## src/rtl/cp0_pkg.sv

```systemverilog
// cp0_pkg: shared CP0 constants for the M-stage exception responder and the
// fetch-redirect logic.
//   - CP0 register addresses (SR, Cause, EPC, PRId)
//   - ExcCode values
//   - bit-field positions inside SR and Cause
//   - exception entry address
package cp0_pkg;

   localparam logic [4:0] REG_SR    = 5'd12;
   localparam logic [4:0] REG_CAUSE = 5'd13;
   localparam logic [4:0] REG_EPC   = 5'd14;
   localparam logic [4:0] REG_PRID  = 5'd15;

   localparam logic [4:0] EXC_INT  = 5'd0;
   localparam logic [4:0] EXC_ADEL = 5'd4;
   localparam logic [4:0] EXC_ADES = 5'd5;
   localparam logic [4:0] EXC_RI   = 5'd10;
   localparam logic [4:0] EXC_OV   = 5'd12;

   // SR fields
   localparam int unsigned IM_HI   = 15;
   localparam int unsigned IM_LO   = 10;
   localparam int unsigned EXL_BIT = 1;
   localparam int unsigned IE_BIT  = 0;

   // Cause fields
   localparam int unsigned BD_BIT  = 31;
   localparam int unsigned IP_HI   = 15;
   localparam int unsigned IP_LO   = 10;
   localparam int unsigned EXC_HI  = 6;
   localparam int unsigned EXC_LO  = 2;

   localparam logic [31:0] EXC_ENTRY = 32'h0000_4180;

endpackage

```

## src/rtl/cp0_int_arb.sv

```systemverilog
// cp0_int_arb: combinational interrupt/exception arbiter.
//   im        in  6  SR.IM interrupt mask
//   exl       in  1  SR.EXL
//   ie        in  1  SR.IE
//   hwInt     in  6  external interrupt lines
//   excCodeIn in  5  exception code of the M instruction (0 = none)
//   req       out 1  interrupt or exception request (ungated by reset)
//   excCode   out 5  ExcCode to record; interrupts win and record Int
module cp0_int_arb
   import cp0_pkg::*;
(
   input  logic [5:0] im,
   input  logic       exl,
   input  logic       ie,
   input  logic [5:0] hwInt,
   input  logic [4:0] excCodeIn,
   output logic       req,
   output logic [4:0] excCode
);

   logic intReq;
   logic excReq;

   assign intReq  = ie & ~exl & (|(hwInt & im));
   assign excReq  = ~exl & (excCodeIn != EXC_INT);
   assign req     = intReq | excReq;
   assign excCode = intReq ? EXC_INT : excCodeIn;

endmodule

```

## src/rtl/m_cp0.sv

```systemverilog
// m_cp0: Coprocessor-0 exception/interrupt responder in the M stage.
//   clk       in  1   clock, rising edge
//   reset     in  1   synchronous, active-low reset
//   A1        in  5   mfc0 read address
//   A2        in  5   mtc0 write address
//   DIn       in  32  mtc0 write data
//   WE        in  1   mtc0 write enable
//   PC        in  32  PC of the M instruction
//   BDIn      in  1   M instruction is in a branch delay slot
//   ExcCodeIn in  5   exception code of the M instruction (0 = none)
//   HWInt     in  6   level-sensitive external interrupts
//   EXLClr    in  1   eret in M
//   DOut      out 32  combinational read of register A1
//   EPCOut    out 32  current EPC
//   Req       out 1   flush/redirect request
module m_cp0
   import cp0_pkg::*;
#(
   parameter logic [31:0] PRID_VALUE = 32'h2021_0701
)(
   input  logic        clk,
   input  logic        reset,
   input  logic [4:0]  A1,
   input  logic [4:0]  A2,
   input  logic [31:0] DIn,
   input  logic        WE,
   input  logic [31:0] PC,
   input  logic        BDIn,
   input  logic [4:0]  ExcCodeIn,
   input  logic [5:0]  HWInt,
   input  logic        EXLClr,
   output logic [31:0] DOut,
   output logic [31:0] EPCOut,
   output logic        Req
);

   logic [5:0]  im;
   logic        exl;
   logic        ie;
   logic        bd;
   logic [5:0]  ip;
   logic [4:0]  excCode;
   logic [31:0] epc;

   logic        arbReq;
   logic [4:0]  arbExcCode;
   logic [31:0] epcCapture;

   cp0_int_arb uArb (
      .im        (im),
      .exl       (exl),
      .ie        (ie),
      .hwInt     (HWInt),
      .excCodeIn (ExcCodeIn),
      .req       (arbReq),
      .excCode   (arbExcCode)
   );

   assign Req = reset & arbReq;

   // A delay-slot fault restarts at the branch; EPC is always word aligned.
   assign epcCapture = (BDIn ? PC - 32'd4 : PC) & 32'hFFFF_FFFC;

   always_ff @(posedge clk) begin
      if (!reset) begin
         im      <= '0;
         exl     <= 1'b0;
         ie      <= 1'b0;
         bd      <= 1'b0;
         ip      <= '0;
         excCode <= '0;
         epc     <= '0;
      end else begin
         ip <= HWInt;
         if (Req) begin
            // Capture wins over any mtc0 in the same cycle; EXLClr cannot be
            // meaningful here because Req implies EXL=0.
            exl     <= 1'b1;
            bd      <= BDIn;
            excCode <= arbExcCode;
            epc     <= epcCapture;
         end else begin
            if (WE && (A2 == REG_SR)) begin
               im  <= DIn[IM_HI:IM_LO];
               exl <= DIn[EXL_BIT];
               ie  <= DIn[IE_BIT];
            end
            if (WE && (A2 == REG_EPC)) begin
               epc <= DIn;
            end
            // Later assignment gives eret priority over an SR write to EXL.
            if (EXLClr) begin
               exl <= 1'b0;
            end
         end
      end
   end

   always_comb begin
      DOut = '0;
      case (A1)
         REG_SR: begin
            DOut[IM_HI:IM_LO] = im;
            DOut[EXL_BIT]     = exl;
            DOut[IE_BIT]      = ie;
         end
         REG_CAUSE: begin
            DOut[BD_BIT]        = bd;
            DOut[IP_HI:IP_LO]   = ip;
            DOut[EXC_HI:EXC_LO] = excCode;
         end
         REG_EPC:  DOut = epc;
         REG_PRID: DOut = PRID_VALUE;
         default:  DOut = '0;
      endcase
   end

   assign EPCOut = epc;

endmodule
```

## config.mk

```make
export PLATFORM = sky130hd
export DESIGN_NAME = m_cp0
export DESIGN_NICKNAME = d
export VERILOG_FILES = /design/src/rtl/cp0_pkg.sv /design/src/rtl/cp0_int_arb.sv /design/src/rtl/m_cp0.sv
export SDC_FILE = /design/constraint.sdc
export NUM_CORES = 1
export LEC_CHECK = 0
export CAP_MARGIN = 40
export CORE_ASPECT_RATIO = 0.8
export CORE_MARGIN = 3
export CORE_UTILIZATION = 46
export DETAILED_ROUTE_END_ITERATION = 8
export PLACE_DENSITY_LB_ADDON = 0.05
export SYNTH_ARGS = -nofsm -noshare
export SYNTH_HDL_FRONTEND = slang
export SYNTH_SLANG_ARGS = --single-unit
```

## constraint.sdc

```tcl
create_clock -name clk -period 3.6 [get_ports clk]
set_input_delay 0.72 -clock clk [delete_from_list [all_inputs] [get_ports clk]]
set_output_delay 0.72 -clock clk [all_outputs]
set_load 0.02 [all_outputs]
```

# Word-level counts from Yosys, hierarchy flattened
# Index checks and enable logic that the tools add are counted.
[totals]
reg_bits = 52
inputBits = 90
out_inout_bits = 65
word_cells = 45
[classes]
addsub = 1
n_eq_ne = 6
mux = 13
n_bitwise = 9
n_reduce_logical = 8
[ops]
columns = ["op", "n"]
rows = [
  ["32-bit 2-to-1 mux", 3],
  ["32-bit by 3-bit subtractor with 32-bit output (second input constant)", 1],
  ["5-bit by 4-bit == test with 1-bit output (second input constant)", 6],
  ["15-bit case mux with 2 select lines", 1],
  ["6-bit case mux with 4 select lines", 1],
  ["5-bit case mux with 2 select lines", 1],
  ["6-bit AND", 1],
  ["2-bit case mux with 3 select lines", 1],
  ["3-bit case mux with 2 select lines", 1],
  ["6-bit OR reduction", 1],
  ["5-bit 2-to-1 mux", 1],
  ["5-bit nonzero test", 1],
  ["1-bit AND", 4],
  ["1-bit 2-to-1 mux", 3],
  ["1-bit NOT", 3],
  ["3-bit nonzero test", 1],
  ["1-bit logical AND", 2],
  ["1-bit case mux with 2 select lines", 1],
  ["2-bit AND reduction", 1],
  ["2-bit nonzero test", 1],
  ["2-bit OR reduction", 1],
  ["1-bit OR", 1],
]

# Logic depth before layout (Yosys ltp)
# Gate-level depths: netlist of the first run.
[depth]
depth_word = 7
ltp_mapped = 7
depth_no_buf = 6

# Hierarchy
# Synthesis of the first run repeated with hierarchy kept, for this count alone.
[unflattened]
hier_cells = 408
area_unflattened_um2 = 3279.4
[modules_own_cells]
columns = ["module", "instances", "cells_each", "area_per_inst_um2", "seq_area_each_um2"]
rows = [
  ["m_cp0", 1, 395, 3176.8, 1041.0],
  ["cp0_int_arb", 1, 13, 102.6, 0.0],
]

# Worst setup path before layout of the first run
# No wires, ideal clock.
[synth_timing]
kind = "input to output"
from = "input ExcCodeIn[3]"
to = "output Req"
arrival_ns = 2.090
t_required_ns = 2.880
path_slack_ns = 0.790
path_stages = 5
path_buffers = 1
path_cell_list = "or4_1 -> o211a_1 -> nor2_1 -> clkinv_1 -> clkbuf_1"
[synth_via]
elab_chain_len = 4
[synth_rtl]
columns = ["item", "line", "text"]
rows = [
  ["start, declared", "m_cp0.sv:29", "input logic [4:0] ExcCodeIn,"],
  ["5-bit nonzero test", "cp0_int_arb.sv:25", "assign excReq = ~exl & (excCodeIn != EXC_INT);"],
  ["1-bit AND", "cp0_int_arb.sv:25", ""],
  ["1-bit OR", "cp0_int_arb.sv:26", "assign req = intReq | excReq;"],
  ["1-bit AND", "m_cp0.sv:59", "assign Req = reset & arbReq;"],
  ["end, declared", "m_cp0.sv:34", "output logic Req"],
]
# No other way between the ends.

# Worst setup path in the final report of the first run
[layout_timing]
from = "input A1[3]"
to = "output DOut[5]"
[layout_via]
elab_chain_len = 2
word_cells_on_any_way = 3
cone_classes = "2 x eq/ne; 1 x mux"
[layout_rtl]
columns = ["item", "line", "text"]
rows = [
  ["start, declared", "m_cp0.sv:23", "input logic [4:0] A1,"],
  ["5-bit by 4-bit == test with 1-bit output", "m_cp0.sv:101", "case (A1)"],
  ["5-bit case mux with 2 select lines (*)", "m_cp0.sv:101", ""],
  ["end, declared", "m_cp0.sv:32", "output logic [31:0] DOut,"],
]
# Every way passes the cells marked *; elsewhere a longest branch is shown, timed or not.

==> results.cfg, run 1 <==
[critical_path]
critPathKind = in -> out
cp-start-kind = input pin
path_max_fanout = 8
worstPathRequired_ns = 2.88
arrival_ns = 2.71
cp-end-kind = primary output

[power_and_ir_drop]
p_comb_share_pct = 31.8
switching_share_pct = 31.7
clock_power_share_pct = 24.0
p_per_area_nw_per_um2 = 279
p_int_uw = 1010
power.leakage_uw = 0.00189
power.net_switching_uw = 469
vdd_drop_max_uv = 158
seqPwrFrac_pct = 44.2

[floorplan]
initial_core_util_pct = 49.1
io_pins = 155
die_area_um2 = 8700
die_w_um = 104
core_um2 = 7130
die_y_um = 84.0
core.rowCount = 27

[route]
viasPerCell = 6.14
first_iter_violations = 410
wl_per_cell_um = 19.0
ant_nets = 0
drc_errors = 0
vias = 4171
wl_mm = 12.9
drt_pre_antenna_iters = 5

[timing]
finalSetupViolCount = 0
rsz0062_at_grt = no
whs_ns = 0.493
tightest_slew_ns = 0.550
skew_ns = 0.00778
drv_slew = 0
finalSetupTns_ns = 0
fmax_mhz = 291
final-hold-violation-count = 0
slew_headroom_pct = 62.4
fin_crit_ns = 3.43
min_period_over_period_pct = 95.4

[synth]
yosysMostFrequentCell = dfxtp_1
ys.flop_type = dfxtp_1
ys_seq_area_share_pct = 29.7
synth.distinct_cells = 52
ys_ff_latch = 52
synth_common_cells = dfxtp_1 (52), clkbuf_1 (39), a31oi_1 (37)
syn_area_um2 = 3500
synth_edf_count = 0
syn_inst = 435
synthArstFlopShare_pct = 0
yosys.area.top_type = dfxtp_1
syn_nets = 526
yosysTopAreaCellShare_pct = 29.7
synth_area_leaders = dfxtp_1 (30%), a31oi_1 (6.6%), mux2i_1 (5.7%)
ys_warn_count = 0
syn_area_per_cell_um2 = 8.05

[clock_network]
clock_latency_ns = 0.31
postCtsSetupRepairBufs = 0
cts_root_buf = clkbuf_8
cts.reportedPaths.clkPinSlew_ns = 0.10
hold_buffers = 0
cts_buffer_depth = 2
numCtsBuffers = 5
h-tree-depth = 2
cts_resized = 0
cts_tree = yes
cts.sinks = 52

[global_route]
grt_use_met2_pct = 44.2
grt_pass1_wl_mm = 20.5
busiest_layer = met2
grt_pass1_vias = 3963
grt_max_degree = 44
antenna_found_initial = 0
gr-usage-met3_pct = 5.18
grtUsageTotal_pct = 28.3
overflow = 0
grtUsageMet1_pct = 40.1

[placement]
dp_hpwl_mm = 9.61
port_buffers = 152
gp_congestion = 0.858
placed_area_um2 = 5180

[final_layout]
syn2layout_area_growth_pct = 51.0
drive_gt1_share_pct = 8.48
layout.nets = 668
fill_cells = 561
num_antenna_cells = 0
seq_area_um2 = 1040
multi_input_area_um2 = 2200
fin_area_um2 = 5290

[status]
outcome = finished, final reports clean

[flow_run]
drv_cap = 0

[min_path]
worstHoldPathType = reg -> reg
## per-stage QoR
step,std cells,total power (µW),util (%),worst slack [ns]
after floorplan,435,871,-,0.790
after CTS,679,1480,74.0,0.0412
after detailed placement,671,1130,72.7,0.0497
after global routing,679,1540,74.2,0.0591
final,679,1480,74.2,0.167
after global placement,671,1120,72.7,0.0593
## placed cells by master (no fill, tap or decap), types with 3 or more instances in the layout
master / Yosys / layout
a221oi_1: 3 / 3
a22oi_1: 7 / 7
or2_2: 5 / 5
nor2_1: 15 / 15
a2111oi_0: 5 / 5
o31ai_1: 11 / 11
mux2i_1: 20 / 20
clkbuf_8: 0 / 6
and2_1: 10 / 9
nand2_1: 20 / 20
o221a_2: 3 / 3
inv_1: 29 / 29
o21ai_0: 9 / 9
dlymetal6s2s_1: 0 / 4
o41ai_1: 17 / 17
a22o_1: 6 / 6
a31oi_1: 37 / 36
or3_1: 16 / 16
a21oi_1: 8 / 8
nor3_1: 18 / 18
and3_1: 4 / 4
clkdlybuf4s50_1: 0 / 148
a211oi_1: 17 / 17
or4_1: 13 / 13
nand4_1: 4 / 4
dfxtp_1: 52 / 52
nor4_1: 9 / 9
xor2_1: 5 / 5
and4_1: 21 / 21
buf_4: 0 / 25
## area by class of cell
class / instances / share of cell area, %
Tap cell: 101 / 2.39
Timing Repair Buffer: 177 / 32.5
Clock buffer: 6 / 1.56
Sequential cell: 52 / 19.7
Clock inverter: 2 / 0.189
Inverter: 30 / 2.13
Multi-Input combinational cell: 311 / 41.5
## layer usage
layer  vias to the layer above  part of all wire, %
met4                         0                  1.5
met2                       232                   45
met1                      1937                   45
met3                        14                  9.0
li1                       1988                    -
met5                         -                    0
## state kept, by name (all words and copies together), names as in the netlist
register / count
exl: 1
EPCOut: 32
ie: 1
ip: 6
excCode: 5
bd: 1
im: 6
## cells by family after synthesis
group	after synthesis	synth area share, %
adders and majority gates	1	0.357
AOI/OAI and AO/OA	133	27.7
xor gates and xnor gates	7	1.75
muxes	22	6.36
buffers and inverters	72	7.79
DFF	52	29.7
and+or+nand+nor	148	26.4
## path summary, 6_finish.rpt
| path | startpoint | end | slack (ns) | cells after the start |
|---|---|---|---|---|
| min | im[5]$_SDFFE_PN0P_ | im[5]$_SDFFE_PN0P_ | 0.49 | 2 |
| min reg2reg | im[5]$_SDFFE_PN0P_ | im[5]$_SDFFE_PN0P_ | 0.49 | 2 |
| max reg2reg | im[2]$_SDFFE_PN0P_ | EPCOut[10]$_SDFFE_PN0P_ | 1.73 | 4 |
| max | A1[3] | DOut[5] | 0.17 | 6 |
## power groups by stage
stage               Clock (µW)  Combinational (µW)  Sequential (µW)
global placement             0                 456              663
finish                     354                 470              654
floorplan                    0                 176              695
global route               378                 503              659
CTS                        357                 466              653
detailed placement           0                 464              666
## worst max-delay path, stage by stage
cell and delay, ns:
clkdlybuf4s50_1 0.50, nor4bb_1 0.30, buf_4 0.18, and2_2 0.24, a22o_1 0.17, clkdlybuf4s50_1 0.61
No activity file was read; power rests on OpenSTA's default activity.
==> run 2, diff against run 1 <==
--- a/config.mk
+++ b/config.mk
@@ -5,7 +5,7 @@
 export SDC_FILE = /design/constraint.sdc
 export NUM_CORES = 1
 export LEC_CHECK = 0
-export CAP_MARGIN = 40
+export CAP_MARGIN = 20
 export CORE_ASPECT_RATIO = 0.8
 export CORE_MARGIN = 3
 export CORE_UTILIZATION = 46
==> results of run 2 <==
No change in the layout: final DEF, timing and power equal those of run 1.
